### config.mk
export PLATFORM = sky130hd
export DESIGN_NAME = control_unit_flat
export DESIGN_NICKNAME = d
export VERILOG_FILES = /design/src/rtl/control_unit_if.sv /design/src/rtl/control_unit.sv /design/src/flat_wrapper.sv
export SDC_FILE = /design/constraint.sdc
export NUM_CORES = 1
export LEC_CHECK = 0
export CORE_ASPECT_RATIO = 1.2
export CORE_UTILIZATION = 30
export DETAILED_ROUTE_END_ITERATION = 10
export MAX_ROUTING_LAYER = met4
export PLACE_DENSITY = 0.85
export SYNTH_ARGS = -nofsm -noshare
export SYNTH_HDL_FRONTEND = slang
export SYNTH_SLANG_ARGS = --single-unit
### constraint.sdc
create_clock -name Clock -period 4.05 [get_ports Clock]
set_input_delay 0.81 -clock Clock [delete_from_list [all_inputs] [get_ports Clock]]
set_output_delay 0.81 -clock Clock [all_outputs]
set_load 0.05 [all_outputs]
### src/rtl/control_unit_if.sv
// rtl/control_unit_if.sv - control unit <-> datapath signal bundle
interface control_unit_if;
  // datapath -> control unit
  logic [15:0] IROut;
  logic [3:0]  ALUOutFlag;
  logic        Step;
  // control unit -> datapath
  logic [2:0]  RF_OutASel;
  logic [2:0]  RF_OutBSel;
  logic [1:0]  RF_FunSel;
  logic [3:0]  RF_RSel;
  logic [3:0]  RF_TSel;
  logic [3:0]  ALU_FunSel;
  logic [1:0]  ARF_OutCSel;
  logic [1:0]  ARF_OutDSel;
  logic [1:0]  ARF_FunSel;
  logic [3:0]  ARF_RegSel;
  logic        IR_LH;
  logic        IR_Enable;
  logic [1:0]  IR_Funsel;
  logic        Mem_WR;
  logic        Mem_CS;
  logic [1:0]  MuxASel;
  logic [1:0]  MuxBSel;
  logic        MuxCSel;
  logic [2:0]  State;

  modport master (
    input  IROut, ALUOutFlag, Step,
    output RF_OutASel, RF_OutBSel, RF_FunSel, RF_RSel, RF_TSel, ALU_FunSel,
           ARF_OutCSel, ARF_OutDSel, ARF_FunSel, ARF_RegSel,
           IR_LH, IR_Enable, IR_Funsel, Mem_WR, Mem_CS,
           MuxASel, MuxBSel, MuxCSel, State
  );

  modport slave (
    output IROut, ALUOutFlag, Step,
    input  RF_OutASel, RF_OutBSel, RF_FunSel, RF_RSel, RF_TSel, ALU_FunSel,
           ARF_OutCSel, ARF_OutDSel, ARF_FunSel, ARF_RegSel,
           IR_LH, IR_Enable, IR_Funsel, Mem_WR, Mem_CS,
           MuxASel, MuxBSel, MuxCSel, State
  );
endinterface

### src/rtl/control_unit.sv
// rtl/control_unit.sv - fetch/execute sequencer for the ALU_System datapath (optional SINGLE_STEP_EN)
module control_unit (
  input  logic          Clock,
  input  logic          Reset,
  control_unit_if.master bus
);

  localparam logic [3:0] OP_LD   = 4'h0;
  localparam logic [3:0] OP_ST   = 4'h1;
  localparam logic [3:0] OP_LDI  = 4'h2;
  localparam logic [3:0] OP_ALU  = 4'h3;
  localparam logic [3:0] OP_BRA  = 4'h4;
  localparam logic [3:0] OP_BEQ  = 4'h5;
  localparam logic [3:0] HALT_OP = 4'hF;

  typedef enum logic [2:0] {
    INIT = 3'd0,
    F0   = 3'd1,
    F1   = 3'd2,
    E0   = 3'd3,
    E1   = 3'd4,
    HLT  = 3'd5
  } state_t;

  state_t state;
  state_t state_next;
  logic   z_latch;
  logic   step_go;

  logic [3:0] op;
  logic [1:0] fx;
  logic [1:0] fy;
  logic [7:0] imm;
  logic [2:0] rx_sel;
  logic [2:0] ry_sel;
  logic [3:0] rx_en;

  logic [2:0] rf_outa_sel;
  logic [2:0] rf_outb_sel;
  logic [1:0] rf_fun_sel;
  logic [3:0] rf_r_sel;
  logic [3:0] rf_t_sel;
  logic [3:0] alu_fun_sel;
  logic [1:0] arf_outd_sel;
  logic [1:0] arf_fun_sel;
  logic [3:0] arf_reg_sel;
  logic       ir_lh;
  logic       ir_enable;
  logic [1:0] ir_funsel;
  logic       mem_wr;
  logic       mem_cs;
  logic [1:0] mux_a_sel;
  logic [1:0] mux_b_sel;
  logic       mux_c_sel;

  assign op     = bus.IROut[15:12];
  assign fx     = bus.IROut[11:10];
  assign fy     = bus.IROut[9:8];
  assign imm    = bus.IROut[7:0];
  assign rx_sel = {1'b1, fx};
  assign ry_sel = {1'b1, fy};
  assign rx_en  = 4'b1000 >> fx;

`ifdef SINGLE_STEP_EN
  assign step_go = bus.Step;
`else
  assign step_go = 1'b1;
`endif

  // state register; reset abandons whatever instruction is in flight
  always_ff @(posedge Clock or posedge Reset) begin
    if (Reset) begin
      state <= INIT;
    end else begin
      state <= state_next;
    end
  end

  // zero flag is captured only at the end of an ALU execute cycle
  always_ff @(posedge Clock or posedge Reset) begin
    if (Reset) begin
      z_latch <= 1'b0;
    end else if (state == E0 && op == OP_ALU) begin
      z_latch <= bus.ALUOutFlag[3];
    end
  end

  // next-state sequencing
  always_comb begin
    state_next = state;
    case (state)
      INIT: state_next = F0;
      F0:   state_next = step_go ? F1 : F0;
      F1:   state_next = E0;
      E0: begin
        if (op == OP_LD || op == OP_ST) begin
          state_next = E1;
        end else if (op == HALT_OP) begin
          state_next = HLT;
        end else begin
          state_next = F0;
        end
      end
      E1:      state_next = F0;
      HLT:     state_next = HLT;
      default: state_next = INIT;
    endcase
  end

  // control word decode from state, instruction fields and Z latch
  always_comb begin
    rf_outa_sel  = 3'd0;
    rf_outb_sel  = 3'd0;
    rf_fun_sel   = 2'd0;
    rf_r_sel     = 4'h0;
    rf_t_sel     = 4'h0;
    alu_fun_sel  = 4'h0;
    arf_outd_sel = 2'd0;
    arf_fun_sel  = 2'd0;
    arf_reg_sel  = 4'h0;
    ir_lh        = 1'b0;
    ir_enable    = 1'b0;
    ir_funsel    = 2'd0;
    mem_wr       = 1'b0;
    mem_cs       = 1'b1;
    mux_a_sel    = 2'd0;
    mux_b_sel    = 2'd0;
    mux_c_sel    = 1'b0;
    case (state)
      INIT: begin
        // clear every RF/ARF register so fetching starts at PC=0
        rf_r_sel    = 4'hF;
        rf_t_sel    = 4'hF;
        arf_reg_sel = 4'hF;
        rf_fun_sel  = 2'b00;
        arf_fun_sel = 2'b00;
      end
      F0, F1: begin
        // byte fetch from M[PC] into IR half, PC incremented in the same edge
        if (state == F1 || step_go) begin
          arf_outd_sel = 2'd3;
          mem_cs       = 1'b0;
          ir_enable    = 1'b1;
          ir_funsel    = 2'b01;
          ir_lh        = (state == F1);
          arf_reg_sel  = 4'b1000;
          arf_fun_sel  = 2'b11;
        end
      end
      E0: begin
        case (op)
          OP_LD, OP_ST: begin
            mux_b_sel   = 2'd2;
            arf_fun_sel = 2'b01;
            arf_reg_sel = 4'b0100;
          end
          OP_LDI: begin
            mux_a_sel  = 2'd2;
            rf_fun_sel = 2'b01;
            rf_r_sel   = rx_en;
          end
          OP_ALU: begin
            rf_outa_sel = rx_sel;
            rf_outb_sel = ry_sel;
            alu_fun_sel = imm[7:4];
            mux_c_sel   = 1'b0;
            mux_a_sel   = 2'd0;
            rf_fun_sel  = 2'b01;
            rf_r_sel    = rx_en;
          end
          OP_BRA: begin
            mux_b_sel   = 2'd2;
            arf_fun_sel = 2'b01;
            arf_reg_sel = 4'b1000;
          end
          OP_BEQ: begin
            if (z_latch) begin
              mux_b_sel   = 2'd2;
              arf_fun_sel = 2'b01;
              arf_reg_sel = 4'b1000;
            end
          end
          default: begin
          end
        endcase
      end
      E1: begin
        arf_outd_sel = 2'd0;
        mem_cs       = 1'b0;
        if (op == OP_ST) begin
          // Rx passes through the ALU unchanged onto the memory data bus
          mem_wr      = 1'b1;
          rf_outa_sel = rx_sel;
          mux_c_sel   = 1'b0;
          alu_fun_sel = 4'h0;
        end else begin
          mux_a_sel  = 2'd1;
          rf_fun_sel = 2'b01;
          rf_r_sel   = rx_en;
        end
      end
      default: begin
      end
    endcase
  end

  assign bus.RF_OutASel  = rf_outa_sel;
  assign bus.RF_OutBSel  = rf_outb_sel;
  assign bus.RF_FunSel   = rf_fun_sel;
  assign bus.RF_RSel     = rf_r_sel;
  assign bus.RF_TSel     = rf_t_sel;
  assign bus.ALU_FunSel  = alu_fun_sel;
  assign bus.ARF_OutCSel = 2'd0;
  assign bus.ARF_OutDSel = arf_outd_sel;
  assign bus.ARF_FunSel  = arf_fun_sel;
  assign bus.ARF_RegSel  = arf_reg_sel;
  assign bus.IR_LH       = ir_lh;
  assign bus.IR_Enable   = ir_enable;
  assign bus.IR_Funsel   = ir_funsel;
  assign bus.Mem_WR      = mem_wr;
  assign bus.Mem_CS      = mem_cs;
  assign bus.MuxASel     = mux_a_sel;
  assign bus.MuxBSel     = mux_b_sel;
  assign bus.MuxCSel     = mux_c_sel;
  assign bus.State       = state;

endmodule

### src/flat_wrapper.sv
// flat-port wrapper written by rule: the top's interface ports become plain ports
module control_unit_flat 
  (Clock, Reset, bus_IROut, bus_ALUOutFlag, bus_Step, bus_RF_OutASel, bus_RF_OutBSel, bus_RF_FunSel, bus_RF_RSel, bus_RF_TSel, bus_ALU_FunSel, bus_ARF_OutCSel, bus_ARF_OutDSel, bus_ARF_FunSel, bus_ARF_RegSel, bus_IR_LH, bus_IR_Enable, bus_IR_Funsel, bus_Mem_WR, bus_Mem_CS, bus_MuxASel, bus_MuxBSel, bus_MuxCSel, bus_State);
  control_unit_if bus_i ();
  input  logic Clock;
  input  logic Reset;
  input wire logic [$bits(bus_i.IROut)-1:0] bus_IROut;
  input wire logic [$bits(bus_i.ALUOutFlag)-1:0] bus_ALUOutFlag;
  input wire logic [$bits(bus_i.Step)-1:0] bus_Step;
  output wire logic [$bits(bus_i.RF_OutASel)-1:0] bus_RF_OutASel;
  output wire logic [$bits(bus_i.RF_OutBSel)-1:0] bus_RF_OutBSel;
  output wire logic [$bits(bus_i.RF_FunSel)-1:0] bus_RF_FunSel;
  output wire logic [$bits(bus_i.RF_RSel)-1:0] bus_RF_RSel;
  output wire logic [$bits(bus_i.RF_TSel)-1:0] bus_RF_TSel;
  output wire logic [$bits(bus_i.ALU_FunSel)-1:0] bus_ALU_FunSel;
  output wire logic [$bits(bus_i.ARF_OutCSel)-1:0] bus_ARF_OutCSel;
  output wire logic [$bits(bus_i.ARF_OutDSel)-1:0] bus_ARF_OutDSel;
  output wire logic [$bits(bus_i.ARF_FunSel)-1:0] bus_ARF_FunSel;
  output wire logic [$bits(bus_i.ARF_RegSel)-1:0] bus_ARF_RegSel;
  output wire logic [$bits(bus_i.IR_LH)-1:0] bus_IR_LH;
  output wire logic [$bits(bus_i.IR_Enable)-1:0] bus_IR_Enable;
  output wire logic [$bits(bus_i.IR_Funsel)-1:0] bus_IR_Funsel;
  output wire logic [$bits(bus_i.Mem_WR)-1:0] bus_Mem_WR;
  output wire logic [$bits(bus_i.Mem_CS)-1:0] bus_Mem_CS;
  output wire logic [$bits(bus_i.MuxASel)-1:0] bus_MuxASel;
  output wire logic [$bits(bus_i.MuxBSel)-1:0] bus_MuxBSel;
  output wire logic [$bits(bus_i.MuxCSel)-1:0] bus_MuxCSel;
  output wire logic [$bits(bus_i.State)-1:0] bus_State;
  assign bus_i.IROut = bus_IROut;
  assign bus_i.ALUOutFlag = bus_ALUOutFlag;
  assign bus_i.Step = bus_Step;
  assign bus_RF_OutASel = bus_i.RF_OutASel;
  assign bus_RF_OutBSel = bus_i.RF_OutBSel;
  assign bus_RF_FunSel = bus_i.RF_FunSel;
  assign bus_RF_RSel = bus_i.RF_RSel;
  assign bus_RF_TSel = bus_i.RF_TSel;
  assign bus_ALU_FunSel = bus_i.ALU_FunSel;
  assign bus_ARF_OutCSel = bus_i.ARF_OutCSel;
  assign bus_ARF_OutDSel = bus_i.ARF_OutDSel;
  assign bus_ARF_FunSel = bus_i.ARF_FunSel;
  assign bus_ARF_RegSel = bus_i.ARF_RegSel;
  assign bus_IR_LH = bus_i.IR_LH;
  assign bus_IR_Enable = bus_i.IR_Enable;
  assign bus_IR_Funsel = bus_i.IR_Funsel;
  assign bus_Mem_WR = bus_i.Mem_WR;
  assign bus_Mem_CS = bus_i.Mem_CS;
  assign bus_MuxASel = bus_i.MuxASel;
  assign bus_MuxBSel = bus_i.MuxBSel;
  assign bus_MuxCSel = bus_i.MuxCSel;
  assign bus_State = bus_i.State;
  control_unit u_core (.Clock(Clock), .Reset(Reset), .bus(bus_i));
endmodule
======== After elaboration in Yosys (flattened, before gate mapping) ========
Cells that the tools add are included.
W data, S select, Z words.
word-level totals
  input port bits ......................... 23
  bits in registers ....................... 4
  output and inout bits ................... 44
  logic and storage cells ................. 59
cells by class
  reduce and logical (&&, ||, !) cells .... 10
  eq/ne operators ......................... 11
  shift-type cells ........................ 1
  mux-type cells .......................... 35
operators by type and width
  operator               number
  $pmux W4 S3            3
  $mux W4                6
  $pmux W2 S2            5
  $mux W3                6
  $pmux W3 S5            1
  $mux W1                9
  $eq A4 B2 Y1 const B   2
  $eq A4 B3 Y1 const B   2
  $mux W2                4
  $reduce_or A2 Y1       4
  $eq A3 B2 Y1 const B   2
  $eq A3 B3 Y1 const B   2
  $pmux W3 S2            1
  $reduce_or A3 Y1       2
  $eq A4 B1 Y1 const B   1
  $eq A4 B4 Y1 const B   1
  $logic_not A4 Y1       1
  $shr A4 B2 Y4 const A  1
  $eq A3 B1 Y1 const B   1
  $logic_not A3 Y1       1
  $logic_and A1 B1 Y1    1
  $logic_or A1 B1 Y1     1

======== Logic depth before layout (Yosys ltp) ========
  word-level depth ........................ 4
  gate-level depth with buffers ........... 4
  gate-level depth less buffers ........... 3

======== Worst setup path before layout ========
Ideal clock, no wire load.
  path kind ............................... reg2out
  start ................................... register u_core.state[0] (netlist: u_core.bus.State[0])
  end ..................................... output bus_RF_RSel[0]
  path slack .............................. 0.333 ns
  cell stages (with the launch flop) ...... 5
  arrival ................................. 2.907 ns
  data required time ...................... 3.240 ns
  buffers on the path ..................... 1
  path through ............................ dfrtp_1 > buf_4 > and3b_1 > a21oi_1 > o41ai_1
between the ends
  word-level cells in the longest chain between the ends .. 2
  elaborated cells between the ends (all ways) .. 4
  classes of those cells .................. eq/ne (2); mux (1); reduce/logical (1)
RTL lines
  what                                  RTL line             text
  from (decl)                           control_unit.sv:25   state_t state;
  from (signal assigned)                control_unit.sv:75   state <= state_next;
  $eq A3 B3 Y1 (tied with other cells)  control_unit.sv:129  case (state)
  $pmux W4 S3 (*)                       control_unit.sv:129
  to (decl)                             flat_wrapper.sv:13   output wire logic [$bits(bus_i.RF_RSel)-1:0] bus_RF_RSel;
Mark *: on every way between the ends. The rest lies on a longest branch, timed or not.

======== Worst setup path after layout ========
  start ................................... input bus_IROut[14]
  end ..................................... output bus_RF_RSel[1]
between the ends
  word-level cells in the longest chain between the ends .. 4
  elaborated cells between the ends (all ways) .. 7
  classes of those cells .................. eq/ne (3); mux (3); reduce/logical (1)
RTL lines
  what                        RTL line             text
  from (decl)                 flat_wrapper.sv:7    input wire logic [$bits(bus_i.IROut)-1:0] bus_IROut;
  $eq A4 B2 Y1                control_unit.sv:151  case (op)
  $reduce_or A2 Y1 (no line)  -
  $mux W4                     control_unit.sv:151
  $pmux W4 S3 (*)             control_unit.sv:129
Marks and branches as above.

==> results.yml <==
synthesis:
  syn_area_per_cell_um2: 7.36
  ys_warn_count: 0
  synth_edf_count: 0
  synth_area_leader_cell: "buf_4"
  synth.most_common_cell: "buf_4"
  synthAdderAreaFrac_pct: 0
  ys_types: 35
  ys_ff_latch: 4
  synthArstFlopShare_pct: 100
  syn_inst: 85
  synth_top_family_by_area: "simple AND/OR/NAND/NOR gates"
  synth-main-ff-cell: "dfrtp_1"
  synthSimpleGateAreaFrac_pct: 36.2
  yosys-top-cells-count: "buf_4, nor2_1, and2_1"
  synth_top_cell_area_share_pct: 18.0
  synth-xor-area-share_pct: 1.40
  syn_area_um2: 626
  synth_area_leaders: "buf_4, dfrtp_1, nor2_1"
  synth_compound_area_share_pct: 20.6
  synthMuxAreaShare_pct: 1.80
  synth_seq_area_share_pct: 16.0
worst_setup_path:
  cp.arrival_ns: 2.92
  timing.rr.start: "u_core.bus.State[2]$_DFF_PP0_"
  path_delay_family: "buffers and inverters"
  ff2ff_setup_slack_ns: 2.42
  slowest_stage: "clkdlybuf4s50_1"
  cp_num_buf_inv: 2
  ff2ff_path_depth: 3
  cp_max_fo: 8
  critPathKind: "input port to primary output"
  cp.required_ns: 3.24
  setup.worst_path.start_class: "input port"
  crit_chain: "clkdlybuf4s50_1 -> or3b_1 -> a21oi_2 -> o31ai_1 -> clkdlybuf4s50_1"
  end_kind: "primary output"
  worst_path_most_repeated_cell: "clkdlybuf4s50_1"
  max_stage_delay_ns: 0.71
  reg2reg_to: "u_core.z_latch$_DFFE_PP0P_"
timing:
  tightest_slew_ns: 0.525
  final.setup.tns_ns: 0
  fin_crit_sh_pct: 92.1
  drv_slew: 0
  grt_setup_unrepaired: "false"
  post-route-min-period_ns: 3.73
  setup_violations: 0
  hold_viol_final: 0
  relSlewSlack_pct: 64.9
  fin_skew_ns: 0.00189
  fmax_mhz: 268
detailed_routing:
  drc: 6
  drtIter0Drc: 10
  vias: 749
  wl_per_cell_um: 12.0
  antenna_left: 0
  drtPass1Iterations: 7
  wl_um: 1770
  post_drt_via_cell_ratio: 5.06
floorplan:
  die_w_um: 43.7
  fp.dieH_um: 52.0
  num_io_pins: 67
  start_util_pct: 33.0
  core_area_um2: 1890
  core.rowCount: 17
  die_area_um2: 2270
layout:
  area_growth_pct: 70.0
  n_antenna_cell: 0
  layout-drive-gt1-share_pct: 14.0
  nets: 154
global_route:
  grtUsageMet1_pct: 17.4
  top_usage_layer: "met2"
  overflow: 0
  grtUsageMet3_pct: 1.74
  grt_util_all_layers_pct: 16.2
  met2_usage_pct: 28.4
  grt_pass1_vias: 621
  antenna_found_initial: 0
  grt_pass1_wl_um: 2680
  grt_max_degree: 17
clocking:
  cts_tree: "yes"
  clkTransAtPathRegs_ns: 0.04
  cts_buffer_depth: 2
  clock_sinks: 4
  cts_max_level: 1
  clock_latency_ns: 0.24
  cts_hold_buf: 0
  cts_resized: 0
  root_buffer: "clkbuf_4"
  numCtsBuffers: 3
  cts_setup_buffers: 0
worst_hold_path:
  holdPathEnd: "u_core.z_latch$_DFFE_PP0P_"
  min_from: "u_core.z_latch$_DFFE_PP0P_"
  hold_path_class: "flip-flop to flip-flop"
  hold_depth: 1
run:
  maxCapViolations: 0
placement:
  io_buffers: 52
  place.gp.congestion: 0.752
  hpwl_um: 1410
status:
  violations: "design-rule violations"
  status: "complete, but fails checks"
## how the worst max path moves through the flow
| stage | start | end | depth (start not counted) |
|---|---|---|---|
| floorplan | u_core.bus.State[0]$_DFF_PP0_ | bus_RF_RSel[0] | 4 |
| global placement | bus_IROut[14] | bus_RF_RSel[1] | 5 |
| detailed placement | bus_IROut[14] | bus_RF_RSel[1] | 5 |
| CTS | bus_IROut[14] | bus_RF_RSel[1] | 5 |
| global route | bus_IROut[14] | bus_RF_RSel[1] | 5 |
| finish | bus_IROut[14] | bus_RF_RSel[1] | 5 |
## flip-flops by register name (all words and copies together), names as in the netlist
name / count
u_core.bus.State: 3
u_core.z_latch: 1
## cell families (layout without fill, tap and decap cells)
kind of cell | after synthesis | after routing
mux | 1 | 1
buf+inv | 22 | 61
compound gates | 19 | 19
other cells | 1 | 6
xor+xnor | 1 | 1
simple gates | 37 | 37
flops | 4 | 4
## routing by layer
layer | wire length (um) | vias up
li1 | - | 368
met1 | 678 | 345
met2 | 902 | 33
met3 | 159 | 3
met4 | 29 | 0
met5 | 0 | -
## cells in the final DEF (no fill, tap or decap), types with 3 or more instances in the layout
cell	instances
nor2_1	12
conb_1	6
dfrtp_1	4
o21ai_0	5
clkdlybuf4s50_1	41
o41ai_1	3
a21oi_1	3
clkbuf_4	3
inv_1	5
and2_1	7
buf_4	12
## through the flow
stage               instance area [um2]  hold WS (ns)  cells  setup WS (ns)  utilization, %
floorplan                           644         0.466     90          0.333               -
global placement                   1040         0.489    145          0.355            55.0
detailed placement                 1040         0.501    145          0.333            55.0
CTS                                1060         0.509    148          0.327            56.2
global route                       1060         0.523    148          0.236            56.2
finish                             1060         0.508    148          0.320            56.2
## area by class of cell
cell class                 count  area, um2
timing repair buffer          53        500
inverter                       5       18.8
multi-input combinational     64        398
tap                           19       23.8
fill                         189        830
clock buffer                   3       22.5
sequential                     4        100
Power is not shown: default switching activity piles up to over one toggle a cycle in this logic, so the estimate is an artifact.
